File: src/rtl/uart_pkg.sv
// Shared UART definitions: receiver FSM states, parity modes, default oversample ratio.
package uart_pkg;

    typedef enum logic [2:0] {
        ST_IDLE   = 3'd0,
        ST_START  = 3'd1,
        ST_DATA   = 3'd2,
        ST_PARITY = 3'd3,
        ST_STOP   = 3'd4
    } rx_state_t;

    localparam int PARITY_NONE = 0;
    localparam int PARITY_ODD  = 1;
    localparam int PARITY_EVEN = 2;

    // Must agree with the baud_rate_gen tick count per bit.
    localparam int DEFAULT_OVERSAMPLE = 16;

endpackage

File: src/rtl/uart_rx_sync.sv
// Two-flop synchroniser for the async rx line; 2 clk latency, resets to idle-high.
// No backpressure: samples every clk.
module uart_rx_sync (
    input  logic clk,
    input  logic reset,
    input  logic d,
    output logic q
);

    logic meta;

    always_ff @(posedge clk) begin
        if (!reset) begin
            meta <= 1'b1;
            q    <= 1'b1;
        end else begin
            meta <= d;
            q    <= meta;
        end
    end

endmodule

File: src/rtl/uart_rx.sv
// UART receiver: 16x-oversampled, LSB-first, optional parity; done pulse one clk after the stop-bit sample.
// No backpressure: dout/frame_err/parity_err are overwritten by every completed frame.
module uart_rx
    import uart_pkg::*;
#(
    parameter int DATA_BITS  = 8,
    parameter int SB_TICKS   = 16,
    parameter int OVERSAMPLE = DEFAULT_OVERSAMPLE,
    parameter int PARITY     = PARITY_NONE
) (
    input  logic                 clk,
    input  logic                 reset,
    input  logic                 rx,
    input  logic                 s_tick,
    output logic [DATA_BITS-1:0] dout,
    output logic                 rx_done_tick,
    output logic                 frame_err,
    output logic                 parity_err
);

    localparam int TICK_MAX = (OVERSAMPLE > SB_TICKS) ? OVERSAMPLE : SB_TICKS;
    localparam int SW       = $clog2(TICK_MAX);
    localparam int NW       = $clog2(DATA_BITS);

    localparam logic [SW-1:0] S_MID  = SW'(OVERSAMPLE / 2 - 1);
    localparam logic [SW-1:0] S_BIT  = SW'(OVERSAMPLE - 1);
    localparam logic [SW-1:0] S_STOP = SW'(SB_TICKS - 1);
    localparam logic [NW-1:0] N_LAST = NW'(DATA_BITS - 1);

    logic                 rx_s;
    rx_state_t            state, state_next;
    logic [SW-1:0]        s, s_next;
    logic [NW-1:0]        n, n_next;
    logic [DATA_BITS-1:0] shift, shift_next;
    logic                 p, p_next;
    logic                 done_next;
    logic                 par_err_calc;

    uart_rx_sync u_sync (
        .clk   (clk),
        .reset (reset),
        .d     (rx),
        .q     (rx_s)
    );

    always_ff @(posedge clk) begin
        if (!reset) begin
            state <= ST_IDLE;
            s     <= '0;
            n     <= '0;
            shift <= '0;
            p     <= 1'b0;
        end else begin
            state <= state_next;
            s     <= s_next;
            n     <= n_next;
            shift <= shift_next;
            p     <= p_next;
        end
    end

    always_comb begin
        state_next = state;
        s_next     = s;
        n_next     = n;
        shift_next = shift;
        p_next     = p;
        case (state)
            // Start edge is taken immediately, not on a tick, so the half-bit count starts at the edge.
            ST_IDLE: begin
                if (!rx_s) begin
                    state_next = ST_START;
                    s_next     = '0;
                end
            end
            ST_START: begin
                if (s_tick) begin
                    if (s == S_MID) begin
                        if (!rx_s) begin
                            state_next = ST_DATA;
                            s_next     = '0;
                            n_next     = '0;
                        end else begin
                            state_next = ST_IDLE;
                        end
                    end else begin
                        s_next = s + 1'b1;
                    end
                end
            end
            ST_DATA: begin
                if (s_tick) begin
                    if (s == S_BIT) begin
                        s_next     = '0;
                        shift_next = {rx_s, shift[DATA_BITS-1:1]};
                        if (n == N_LAST) begin
                            if (PARITY != PARITY_NONE) state_next = ST_PARITY;
                            else                       state_next = ST_STOP;
                        end else begin
                            n_next = n + 1'b1;
                        end
                    end else begin
                        s_next = s + 1'b1;
                    end
                end
            end
            ST_PARITY: begin
                if (s_tick) begin
                    if (s == S_BIT) begin
                        p_next     = rx_s;
                        s_next     = '0;
                        state_next = ST_STOP;
                    end else begin
                        s_next = s + 1'b1;
                    end
                end
            end
            ST_STOP: begin
                if (s_tick) begin
                    if (s == S_STOP) state_next = ST_IDLE;
                    else             s_next     = s + 1'b1;
                end
            end
            default: state_next = ST_IDLE;
        endcase
    end

    always_comb begin
        done_next = (state == ST_STOP) && s_tick && (s == S_STOP);
        if (PARITY == PARITY_ODD)       par_err_calc = ~(^{shift, p});
        else if (PARITY == PARITY_EVEN) par_err_calc = ^{shift, p};
        else                            par_err_calc = 1'b0;
    end

    always_ff @(posedge clk) begin
        if (!reset) begin
            dout         <= '0;
            rx_done_tick <= 1'b0;
            frame_err    <= 1'b0;
            parity_err   <= 1'b0;
        end else begin
            rx_done_tick <= done_next;
            if (done_next) begin
                dout       <= shift;
                frame_err  <= ~rx_s;
                parity_err <= par_err_calc;
            end
        end
    end

endmodule
File: config.mk
export PLATFORM = sky130hd
export DESIGN_NAME = uart_rx
export DESIGN_NICKNAME = d
export VERILOG_FILES = /design/src/rtl/uart_pkg.sv /design/src/rtl/uart_rx_sync.sv /design/src/rtl/uart_rx.sv
export SDC_FILE = /design/constraint.sdc
export NUM_CORES = 1
export LEC_CHECK = 0
export CAP_MARGIN = 10
export CORE_MARGIN = 8
export CORE_UTILIZATION = 30
export DETAILED_ROUTE_END_ITERATION = 10
export PLACE_DENSITY_LB_ADDON = 0.25
export SYNTH_ARGS = -nofsm -noshare
export SYNTH_HDL_FRONTEND = slang
export SYNTH_SLANG_ARGS = --single-unit
File: constraint.sdc
create_clock -name clk -period 2 [get_ports clk]
set_input_delay 0.2 -clock clk [delete_from_list [all_inputs] [get_ports clk]]
set_output_delay 0.2 -clock clk [all_outputs]
set_load 0.01 [all_outputs]
=== Word-level counts from Yosys, hierarchy flattened ===
Index checks and enable logic that the tools add are counted.
Widths: inputs -> output; s select.

* Add/subtract/negate cells: 2
* Equal/unequal tests: 21
* Muxes and demuxes: 27
* Bitwise gates (word level): 1
* Reduce and logical (&&, ||, !) cells: 10

{| class="wikitable"
|+ Operator list
! kind !! count
|-
| $mux 3 || 16
|-
| $mux 4 || 7
|-
| $ne 2x2->1 const B || 13
|-
| $pmux 4 s4 || 1
|-
| $pmux 3 s5 || 1
|-
| $reduce_and 10->1 || 1
|-
| $reduce_and 7->1 || 1
|-
| $eq 3x2->1 const B || 2
|-
| $eq 3x3->1 const B || 2
|-
| $pmux 3 s2 || 1
|-
| $reduce_and 5->1 || 1
|-
| $add 4x1->4 const B || 1
|-
| $eq 4x3->1 const B || 1
|-
| $eq 4x4->1 const B || 1
|-
| $reduce_bool 4->1 || 1
|-
| $add 3x1->3 const B || 1
|-
| $eq 3x1->1 const B || 1
|-
| $logic_not 3->1 || 1
|-
| $reduce_and 3->1 || 1
|-
| $logic_and 1x1->1 || 2
|-
| $mux 2 || 1
|-
| $ne 2x1->1 const B || 1
|-
| $reduce_bool 2->1 || 1
|-
| $reduce_or 2->1 || 1
|-
| $not 1->1 || 1
|}

* Register bits: 30
* Input port bits: 4
* Output and inout port bits: 11
* Word-level logic and storage cells: 70

=== Logic depth before layout (Yosys ltp) ===
* Depth in word-level cells: 5
* Gate-level depth with buffers: 6
* Depth with buffers taken out: 6

=== Hierarchy ===
A second synthesis with hierarchy kept.

* Cell total of the unflattened synthesis: 149
* Area total of the unflattened synthesis: 1460.2 µm²

{| class="wikitable"
|+ Modules (own cells, without submodules)
! module !! instances !! cells an instance !! area each (µm²) !! sequential area each (µm²)
|-
| uart_rx || 1 || 145 || 1407.6 || 560.5
|-
| uart_rx_sync || 1 || 4 || 52.6 || 40.0
|}

=== Worst setup path after synthesis ===
No wires, ideal clock.

* Path kind: register to register
* From: register n[0]
* To: register n[2]
* Library setup time: 70 ps
* Data arrival time: 1507 ps
* Required time: 1930 ps
* Path slack: 423 ps
* Stages on the path, launching flop included: 7
* Buffers on the path: 0
* Period minus slack after synthesis: 1577 ps
* Path through: dfxtp_1 > ha_1 > ha_1 > and4bb_2 > o221ai_2 > or2_2 > a21boi_1

* Longest elaborated chain between the ends: 5
* Elaborated cells on any way between the ends: 8
* Those cells by class: add/sub: 1; eq/ne: 2; mux: 4; reduce/logical: 1

{| class="wikitable"
|+ Ends and longest elaborated chain
! what !! RTL line !! text
|-
| start: declaration || uart_rx.sv:33 || <nowiki>logic [NW-1:0] n, n_next;</nowiki>
|-
| start signal: assignment || uart_rx.sv:56 || <nowiki>n <= n_next;</nowiki>
|-
| $add 3x1->3 || uart_rx.sv:100 || <nowiki>n_next = n + 1'b1;</nowiki>
|-
| $mux 3 || uart_rx.sv:96 || <nowiki>if (n == N_LAST) begin</nowiki>
|-
| $mux 3 || uart_rx.sv:93 || <nowiki>if (s == S_BIT) begin</nowiki>
|-
| $mux 3 || uart_rx.sv:92 || <nowiki>if (s_tick) begin</nowiki>
|-
| $pmux 3 s2 || uart_rx.sv:68 || <nowiki>case (state)</nowiki>
|}

Parallel ways exist; a longest one is shown, timed or not. The select of a mux whose other input is x is not followed.
A chain may end at the register's enable or synchronous reset.

=== Worst setup path in the final report ===
* From: register n[0]
* To: register n[0]

Same word-level chain as after synthesis.

==> impl_metrics.tcl <==
set metrics [dict create \
    status "completed" \
    synth_nets 170 \
    ioPinCount 15 \
    power.density_nw_per_um2 645 \
    root_buffer "clkbuf_8" \
    ys_warn_count 0 \
    dp_cells 240 \
    maxCapViolCount 0 \
    power_switching_mw 0.274 \
    first_global_vias 1096 \
    avgRoutedWirePerCell_um 12.2 \
    start_util_pct 30.3 \
    drc 0 \
    setup_viol 0 \
    placed_area_sq_um 1710 \
    finalPower_mw 1.15 \
    clkTransAtPathRegs_ns 0.07 \
    die_w_um 86.9 \
    dp_slack_ns 0.305 \
    worstPathRequired_ns 2.21 \
    met1_length_mm 1.41 \
    io_buffers 13 \
    cts_resized 0 \
    crit_slowest_cell "or3_1" \
    path_common_cell "ha_1" \
    worstSetupEndpointType "register" \
    dp_hpwl_mm 2.16 \
    clk_latency_ns 0.28 \
    period_minus_slack_ns 1.69 \
    synth-edff-count 0 \
    period_share_pct 84.5 \
    antenna_left 0 \
    p_clk_share_pct 39.5 \
    p_seq_share_pct 53.3 \
    antenna_found_initial 0 \
    fin_ws_ns 0.311 \
    cts_setup_buffers 0 \
    pwr-share-comb_pct 7.1 \
    dr.pass1.iters 4 \
    path_class "reg -> reg" \
    clk_path_buf_depth 2 \
    final_cell_area_sq_um 1780 \
    place.gp.congestion 0.748 \
    synth-main-ff-cell "dfxtp_1" \
    fin_nets 184 \
    netlist_instances 163 \
    power_leakage_nw 0.643 \
    die-area_sq_um 7560 \
    regArea_sq_um 601 \
    cts_tree "built" \
    drive_gt1_share_pct 13.0 \
    grt_pass1_wl_mm 5.15 \
    start_kind "register" \
    design.core.area_sq_um 4980 \
    fin_util_pct 35.8 \
    hold_buffers 0 \
    std_cell_rows 26 \
    dieHeight_um 86.9 \
    finClkSkew_ns 0.00636 \
    fmax_mhz 592 \
    synth_seq_cells 30 \
    rsz0062_at_grt "false" \
    slowest_delay_ns 0.33 \
    yosysUniqueCellTypes 47 \
    syn-cell-area_sq_um 1510 \
    crit_chain "ha_1, ha_1, and4bb_2, o221ai_2, or3_1, a21boi_1" \
    cts_buffers 5 \
    wirelength_mm 3.02 \
    fillCellCount 506 \
    grt_util_all_layers_pct 8.74 \
    critPathMaxFanout 6 \
    antenna_cells 0 \
    ys_seq_area_share_pct 39.8 \
    route.top_layer_used "met4" \
    intPower_mw 0.876 \
    cts_sinks 30 \
    wl_met3_um 124 \
    hold_slack_ns 0.408 \
    multi_input_area_sq_um 831 \
    min_path_type "reg -> reg" \
    grt_max_degree 23 \
    maxSlewViolCount 0 \
    syn_area_per_cell_sq_um 9.26 \
    worstPathArrival_ns 1.90 \
    swShare_pct 23.8 \
    irDropWorstVdd_mv 0.377 \
    route.met2.wl_mm 1.43 \
    vias_per_cell 4.66 \
    grt.overflow.total 0 \
    async_flop_share_pct 0 \
    hold_viol_final 0 \
    h-tree-depth 2 \
    fin_cells 247 \
    setup_tns_ns 0 \
    area_delta_synth_final_pct 18.2 \
    vias 1152 \
    drtIter0Drc 31 \
]
Yosys cell counts (all sizes together), types with 4 or more instances:
library cell / instances / area, sq um
dfxtp: 30 / 601
nand2: 29 / 109
a21boi: 12 / 90.1
mux2i: 11 / 110
nor2b: 10 / 62.6
buf: 9 / 58.8
o21ai: 7 / 35.0
nand3: 5 / 25.0
clkbuf: 4 / 15.0
nor2: 4 / 31.3
cell type report:
cell class | count | share of cell area, %
multi-input combinational | 119 | 46.6
sequential | 30 | 33.7
timing repair buffer | 20 | 10.2
tap | 70 | 4.91
clock buffer | 5 | 3.86
clock inverter | 2 | 0.561
inverter | 1 | 0.210
layout by cell type (no fill, tap or decap), types with 2 or more instances in the layout:
| cell type | count |
|---|---|
| nand3b_1 | 2 |
| buf_4 | 7 |
| mux2i_1 | 11 |
| a21boi_0 | 10 |
| ha_1 | 3 |
| o2111ai_1 | 3 |
| a21boi_1 | 2 |
| clkinv_2 | 2 |
| o21ai_0 | 7 |
| nand2_1 | 29 |
| dfxtp_1 | 30 |
| nand3_1 | 5 |
| nor2_1 | 3 |
| nand2b_1 | 3 |
| clkdlybuf4s50_1 | 13 |
| a211o_1 | 2 |
| nor2b_1 | 10 |
| nor4b_1 | 2 |
| clkbuf_8 | 5 |
kinds of logic (layout without fill, tap and decap cells):
group	Yosys count	count (layout)	share of synthesized area [%]
buffers and inverters	14	28	5.14
AND/OR/NAND/NOR	69	69	27.2
XOR/XNOR	2	2	1.16
AO/OA/AOI/OAI	33	33	16.7
adder cells (fa/ha/maj)	3	3	2.49
other	1	1	0.249
flip-flops	30	30	39.8
multiplexers	11	11	7.30
path summary, 6_finish.rpt:
check,from,end,slack [ns],depth (start not counted)
worst min-delay path,u_sync.meta,u_sync.q,0.41,1
worst max-delay path,n[0],n[0],0.31,6
worst min register to register,u_sync.meta,u_sync.q,0.41,1
worst max register to register,n[0],n[0],0.31,6
per-layer routing:
| layer | up-vias | global-route usage (%) |
|---|---|---|
| met5 | - | 0 |
| met4 | 0 | 4.23 |
| met3 | 6 | 3.58 |
| met2 | 11 | 13.7 |
| met1 | 545 | 10.0 |
| li1 | 590 | - |
critical path, delay by kind of cell (launching register included):
kind                       cells  cell delay, ns
DFF                            1            0.32
and+or+nand+nor                2            0.63
AOI/OAI and AO/OA              2            0.29
adders and majority gates      2            0.39
sequential cells by signal, summed over array words and instances (netlist names):
register / flops
dout: 8
shift: 8
s: 4
n: 3
state: 3
frame_err: 1
rx_done_tick: 1
u_sync.meta: 1
u_sync.q: 1
power by group through the flow:
stage               Clock, mW  Sequential (mW)  Combinational [mW]
global placement            0            0.626              0.0808
detailed placement          0            0.626              0.0820
global route            0.493            0.614              0.0895
floorplan                   0            0.620              0.0668
CTS                     0.469            0.613              0.0823
finish                  0.455            0.614              0.0819
Power figures use the tool's default switching activity.
